**src/rtl/nn_pkg.sv**
```systemverilog
// Shared definitions for the dense-layer datapath: sequencer state encoding,
// default layer geometry and a width helper.
package nn_pkg;

  // Sequencer states; encoding is visible to debug tooling, so keep it fixed.
  typedef enum logic [1:0] {
    StIdle    = 2'd0,
    StRun     = 2'd1,
    StWaitOut = 2'd2,
    StFinish  = 2'd3
  } nn_state_e;

  // Default layer geometry, shared with the accumulator and weight ROM.
  localparam int unsigned NnInputs     = 16;
  localparam int unsigned NnNeurons    = 4;
  localparam int unsigned NnStepCycles = 3;

  // $clog2 that never returns 0, so single-entry counters still get a bit.
  function automatic int unsigned clog2_min1(input int unsigned v);
    return (v > 1) ? $clog2(v) : 1;
  endfunction

endpackage

```
**src/rtl/nn_step_timer.sv**
```systemverilog
// Phase counter for one MAC step: counts 0..STEP_CYCLES-1 and wraps.
// hold_i freezes the count, clr_i forces it back to 0, tc_o flags the last
// phase of a step.
module nn_step_timer
  import nn_pkg::*;
#(
  parameter int unsigned STEP_CYCLES = NnStepCycles,
  parameter int unsigned PH_W        = clog2_min1(STEP_CYCLES)
) (
  input  logic clk,
  input  logic rst,
  input  logic clr_i,
  input  logic hold_i,
  output logic tc_o
);

  localparam logic [PH_W-1:0] PhLast = PH_W'(STEP_CYCLES - 1);

  logic [PH_W-1:0] phase_d, phase_q;

  // Next phase: clear has priority over hold; with STEP_CYCLES=1 it stays 0.
  always_comb begin
    phase_d = phase_q;
    if (clr_i) begin
      phase_d = '0;
    end else if (!hold_i) begin
      phase_d = (phase_q == PhLast) ? '0 : phase_q + 1'b1;
    end
  end

  // Phase register.
  always_ff @(posedge clk or posedge rst) begin
    if (rst) begin
      phase_q <= '0;
    end else begin
      phase_q <= phase_d;
    end
  end

  assign tc_o = (phase_q == PhLast);

endmodule

```
**src/rtl/nn_layer_seq.sv**
```systemverilog
// Dense-layer sequencer: walks one shared MAC datapath over N_NEURONS outputs
// of N_INPUTS inputs each, STEP_CYCLES clocks per MAC step, and hands each
// finished neuron to the consumer over a valid/ready handshake.
module nn_layer_seq
  import nn_pkg::*;
#(
  parameter int unsigned N_INPUTS    = NnInputs,
  parameter int unsigned N_NEURONS   = NnNeurons,
  parameter int unsigned STEP_CYCLES = NnStepCycles,
  parameter int unsigned IDX_W       = $clog2(N_INPUTS),
  parameter int unsigned NRN_W       = clog2_min1(N_NEURONS),
  parameter int unsigned WADDR_W     = $clog2(N_INPUTS * N_NEURONS)
) (
  input  logic               clk,
  input  logic               rst,
  input  logic               start_i,
  input  logic               stall_i,
  input  logic               out_ready_i,
  output logic               busy_o,
  output logic [IDX_W-1:0]   in_idx_o,
  output logic [NRN_W-1:0]   neuron_idx_o,
  output logic [WADDR_W-1:0] w_addr_o,
  output logic               bias_sel_o,
  output logic               mac_step_o,
  output logic               out_valid_o,
  output logic               done_o
);

  localparam logic [IDX_W-1:0] IdxLast = IDX_W'(N_INPUTS - 1);
  localparam logic [NRN_W-1:0] NrnLast = NRN_W'(N_NEURONS - 1);

  nn_state_e        state_d, state_q;
  logic [IDX_W-1:0] in_idx_d, in_idx_q;
  logic [NRN_W-1:0] nrn_d, nrn_q;
  logic             run;
  logic             step_tc;
  logic             mac_step;

  assign run = (state_q == StRun);

  // Phase only advances in RUN; every other state parks it at 0 so each
  // neuron (and each layer) starts on a fresh step boundary.
  nn_step_timer #(
    .STEP_CYCLES (STEP_CYCLES)
  ) u_step_timer (
    .clk    (clk),
    .rst    (rst),
    .clr_i  (!run),
    .hold_i (stall_i),
    .tc_o   (step_tc)
  );

  // Stall wins over the terminal phase; the step retries next cycle.
  assign mac_step = run && step_tc && !stall_i;

  // Next-state and index update.
  always_comb begin
    state_d  = state_q;
    in_idx_d = in_idx_q;
    nrn_d    = nrn_q;
    unique case (state_q)
      StIdle: begin
        if (start_i) begin
          state_d  = StRun;
          in_idx_d = '0;
          nrn_d    = '0;
        end
      end
      StRun: begin
        if (mac_step) begin
          if (in_idx_q == IdxLast) begin
            state_d = StWaitOut;
          end else begin
            in_idx_d = in_idx_q + 1'b1;
          end
        end
      end
      StWaitOut: begin
        if (out_ready_i) begin
          if (nrn_q == NrnLast) begin
            state_d = StFinish;
          end else begin
            state_d  = StRun;
            in_idx_d = '0;
            nrn_d    = nrn_q + 1'b1;
          end
        end
      end
      StFinish: begin
        state_d  = StIdle;
        in_idx_d = '0;
        nrn_d    = '0;
      end
      default: begin
        state_d  = StIdle;
        in_idx_d = '0;
        nrn_d    = '0;
      end
    endcase
  end

  // State and index registers.
  always_ff @(posedge clk or posedge rst) begin
    if (rst) begin
      state_q  <= StIdle;
      in_idx_q <= '0;
      nrn_q    <= '0;
    end else begin
      state_q  <= state_d;
      in_idx_q <= in_idx_d;
      nrn_q    <= nrn_d;
    end
  end

  // Outputs are decoded from registered state, so out_valid/done/busy are
  // glitch-free; only mac_step sees the live stall input.
  assign busy_o       = (state_q != StIdle);
  assign out_valid_o  = (state_q == StWaitOut);
  assign done_o       = (state_q == StFinish);
  assign bias_sel_o   = run && (in_idx_q == '0);
  assign mac_step_o   = mac_step;
  assign in_idx_o     = in_idx_q;
  assign neuron_idx_o = nrn_q;
  assign w_addr_o     = WADDR_W'(32'(nrn_q) * N_INPUTS + 32'(in_idx_q));

endmodule

```
**config.mk**
```make
export PLATFORM = sky130hd
export DESIGN_NAME = nn_layer_seq
export DESIGN_NICKNAME = d
export VERILOG_FILES = /design/src/rtl/nn_pkg.sv /design/src/rtl/nn_step_timer.sv /design/src/rtl/nn_layer_seq.sv
export SDC_FILE = /design/constraint.sdc
export NUM_CORES = 1
export LEC_CHECK = 0
export BUFFER_PORTS_ARGS = -buffer_cell sky130_fd_sc_hd__buf_2
export CAP_MARGIN = 20
export CORE_UTILIZATION = 51
export DETAILED_ROUTE_END_ITERATION = 7
export GPL_TIMING_DRIVEN = 0
export PLACE_DENSITY = 0.82
export SYNTH_ARGS = -nofsm -noshare
export SYNTH_HDL_FRONTEND = slang
export SYNTH_SLANG_ARGS = --single-unit
```
**constraint.sdc**
```tcl
create_clock -name clk -period 3.9 [get_ports clk]
set_input_delay 0.78 -clock clk [delete_from_list [all_inputs] [get_ports clk]]
set_output_delay 0.78 -clock clk [all_outputs]
set_load 0.05 [all_outputs]
```
==> flow_summary.yaml <==
outcome:
  status: "completed"
setup_path:
  worst_ep_arrival_time_ns: 1.75
  crit_slowest_cell: "or3b_1"
  critPathMaxFanout: 7
  critical_path_class: "input pin to primary output"
  crit_path_start_kind: "input pin"
  path_cells: "buf_2, or3b_1, buf_2, nor2_1, buf_2"
  worst-endpoint-required_ns: 3.12
  crit_path_frequent_cell: "buf_2"
  cp-end-kind: "primary output"
  slowest_delay_ns: 0.33
placement:
  place_area_um2: 795.8
  globalplace.congestion: 0.7671
  io_buffers: 21
  dp.final_hpwl_um: 1130
cells_and_area:
  mostFrequentLayoutCells: "buf_2 (25), dfrtp_1 (10), inv_1 (7), nor2_1 (6), buf_4 (6)"
  final_area_um2: 832.0
  drive_gt1_frac: 0.3980
  area_growth_pct: 23.61
  layout.nets: 107
  final_common_cell: "buf_2"
  antenna_cells_inserted: 0
routing:
  route.antenna.remaining_nets: 0
  detail_route.wirelength_um: 1476
  dr_total_vias: 637
  drcViolationCount: 0
  drt-initial-drc-count: 20
  drt-pass1-iter-count: 4
  wl_per_cell_um: 13.18
  vias_cell: 5.688
timing:
  hold_viol: 0
  rsz_0062_raised_after_global_routing: "no"
  fmax_mhz: 395.0
  timing.max_slew.rel_slack: 0.6418
  final_min_period_over_clock_period: 0.6491
  final.hold.worst_slack_ns: 0.4636
  finalCriticalPeriod_ns: 2.532
  report.final.slew_viol_count: 0
  worst-slew-pin-transition_ns: 0.5361
  setup_viol: 0
  clock_skew_ns: 0.001853
  tns_ns: 0
worst_hold_path:
  min_path_type: "input pin to async pin"
grt:
  globalRoute.busiestLayer: "met2"
  antenna_violations_before_repair: 0
  first_global_vias: 560
  grt_use_met3: 0.03488
  grt_overflow: 0
  largest_net_degree_at_the_start_of_global_routing: 11
  grt_use_met2: 0.4449
  grt.total_usage: 0.2393
  grt_use_met1: 0.2288
  grt_pass1_wl_um: 2311
clock_tree:
  cts-htree-levels: 1
  clk_transition_reported_paths_ns: 0.07
  cts.repair_timing.setup_buffer_count: 0
  clock-sinks: 10
  cts_tree: "yes"
  clock_tree.buffer_depth: 2
  root_buffer: "clkbuf_4"
  holdBufCountCts: 0
  post_cts.resized_instances: 0
  worstSkewPairLatency_ns: 0.27
  cts_made_buffers: 3
flow_run:
  drv_cap: 0
synthesis:
  ys_ff_latch: 10
  netlist_instances: 73
  postSynthAreaPerCell_um2: 9.221
  synth.yosys.warnings: 0
  post_synth_net_total: 81
  synth.lib_cells_used.distinct: 34
  synth_area_um2: 673.1
  synth_seq_area_share: 0.3717
floorplan:
  dieHeight_um: 38.33
  initial_core_util: 0.5748
  rows: 12
  top_level_ports: 22
  fp.coreArea_um2: 1171
  floorplan.die_area_um2: 1469
  fp.dieW_um: 38.33
pwr:
  power.density_nw_per_um2: 775.9
  leakagePower_nw: 0.4481
  vdd.ir_drop.worst_mv: 0.3171
cells by family after synthesis:
| group | after synthesis | synth area share |
|---|---|---|
| AOI/OAI and AO/OA | 19 | 0.2361 |
| adders and majority gates | 3 | 0.05577 |
| buffers and inverters | 17 | 0.1357 |
| DFF | 10 | 0.3717 |
| and+or+nand+nor | 24 | 0.2008 |
path summary, 6_finish.rpt:
check                      cells past startpoint  slack [ns]             from               to
setup / recovery                               5        1.37          stall_i       mac_step_o
hold / removal                                 2        0.46              rst       state_q[0]
setup reg to reg                               5        2.34  neuron_idx_o[0]      in_idx_o[0]
hold reg to reg                                1        0.56  neuron_idx_o[0]  neuron_idx_o[0]
max in group asynchronous                      2        3.17              rst      in_idx_o[0]
min in group clk                               1        0.56  neuron_idx_o[0]  neuron_idx_o[0]
cell type report:
| type | instances | area (um2) |
|---|---|---|
| Clock buffer | 4 | 36.28 |
| Fill cell | 97 | 339.1 |
| Timing Repair Buffer | 21 | 105.1 |
| Buffer | 10 | 65.06 |
| Tap cell | 14 | 17.52 |
| Multi-Input combinational cell | 46 | 331.6 |
| Sequential cell | 10 | 250.2 |
| Inverter | 7 | 26.28 |
metal layers:
metal  vias up  wire [um]
met4         0         70
met2        27        769
met5         -          0
met1       290        567
li1        310          -
met3        10         68
worst max-delay path: cells and delay by family:
kind,cells,cell delay (ns)
buf+inv,3,0.56
simple gates,2,0.41
per-stage QoR:
stage | total power [mW] | setup WS, ns | instances | util
CTS | 0.6495 | 1.363 | 112 | 0.7105
floorplan | 0.4708 | 1.207 | 73 | -
global route | 0.6803 | 1.324 | 112 | 0.7105
global placement | 0.5347 | 1.371 | 108 | 0.6795
detailed placement | 0.5520 | 1.363 | 108 | 0.6795
finish | 0.6456 | 1.368 | 112 | 0.7105
report_power, final:
| group | switching [mW] | leakage (nW) | internal (mW) |
|---|---|---|---|
| combinational | 0.261 | 0.302 | 0.108 |
| clock | 0.0384 | 0.0210 | 0.0568 |
| sequential | 0.0471 | 0.125 | 0.135 |
synthesized netlist by cell type:
cell       instances  share of area
a211oi_1           1          0.011
a21oi_1            3          0.022
a22o_1             1          0.013
a22oi_2            1          0.019
a2bb2oi_1          1          0.013
a31oi_1            2          0.019
a31oi_2            1          0.019
a41o_1             1          0.015
and3_1             1         0.0093
and3b_1            1          0.013
and4_1             1          0.013
buf_2              4          0.030
buf_4              6          0.067
dfrtp_1           10           0.37
ha_1               3          0.056
inv_1              7          0.039
nand2_1            3          0.017
nand2b_1           1         0.0093
nand3_1            2          0.015
nand4_1            1         0.0093
nor2_1             6          0.033
nor2b_1            2          0.019
nor3_1             2          0.015
nor3b_1            1          0.011
nor4bb_1           1          0.015
o211ai_1           1          0.011
o211ai_2           1          0.019
o21ai_0            2          0.015
o311ai_0           1          0.013
o31ai_1            1          0.011
o32ai_1            1          0.013
o41ai_2            1          0.024
or3_1              1         0.0093
or3b_1             1          0.013
flip-flops by register name, indices dropped and copies added, names as in the netlist:
name and cells:
in_idx_o 4, state_q 2, neuron_idx_o 2, u_step_timer.phase_q 2
(Power assumes the default switching activity.)
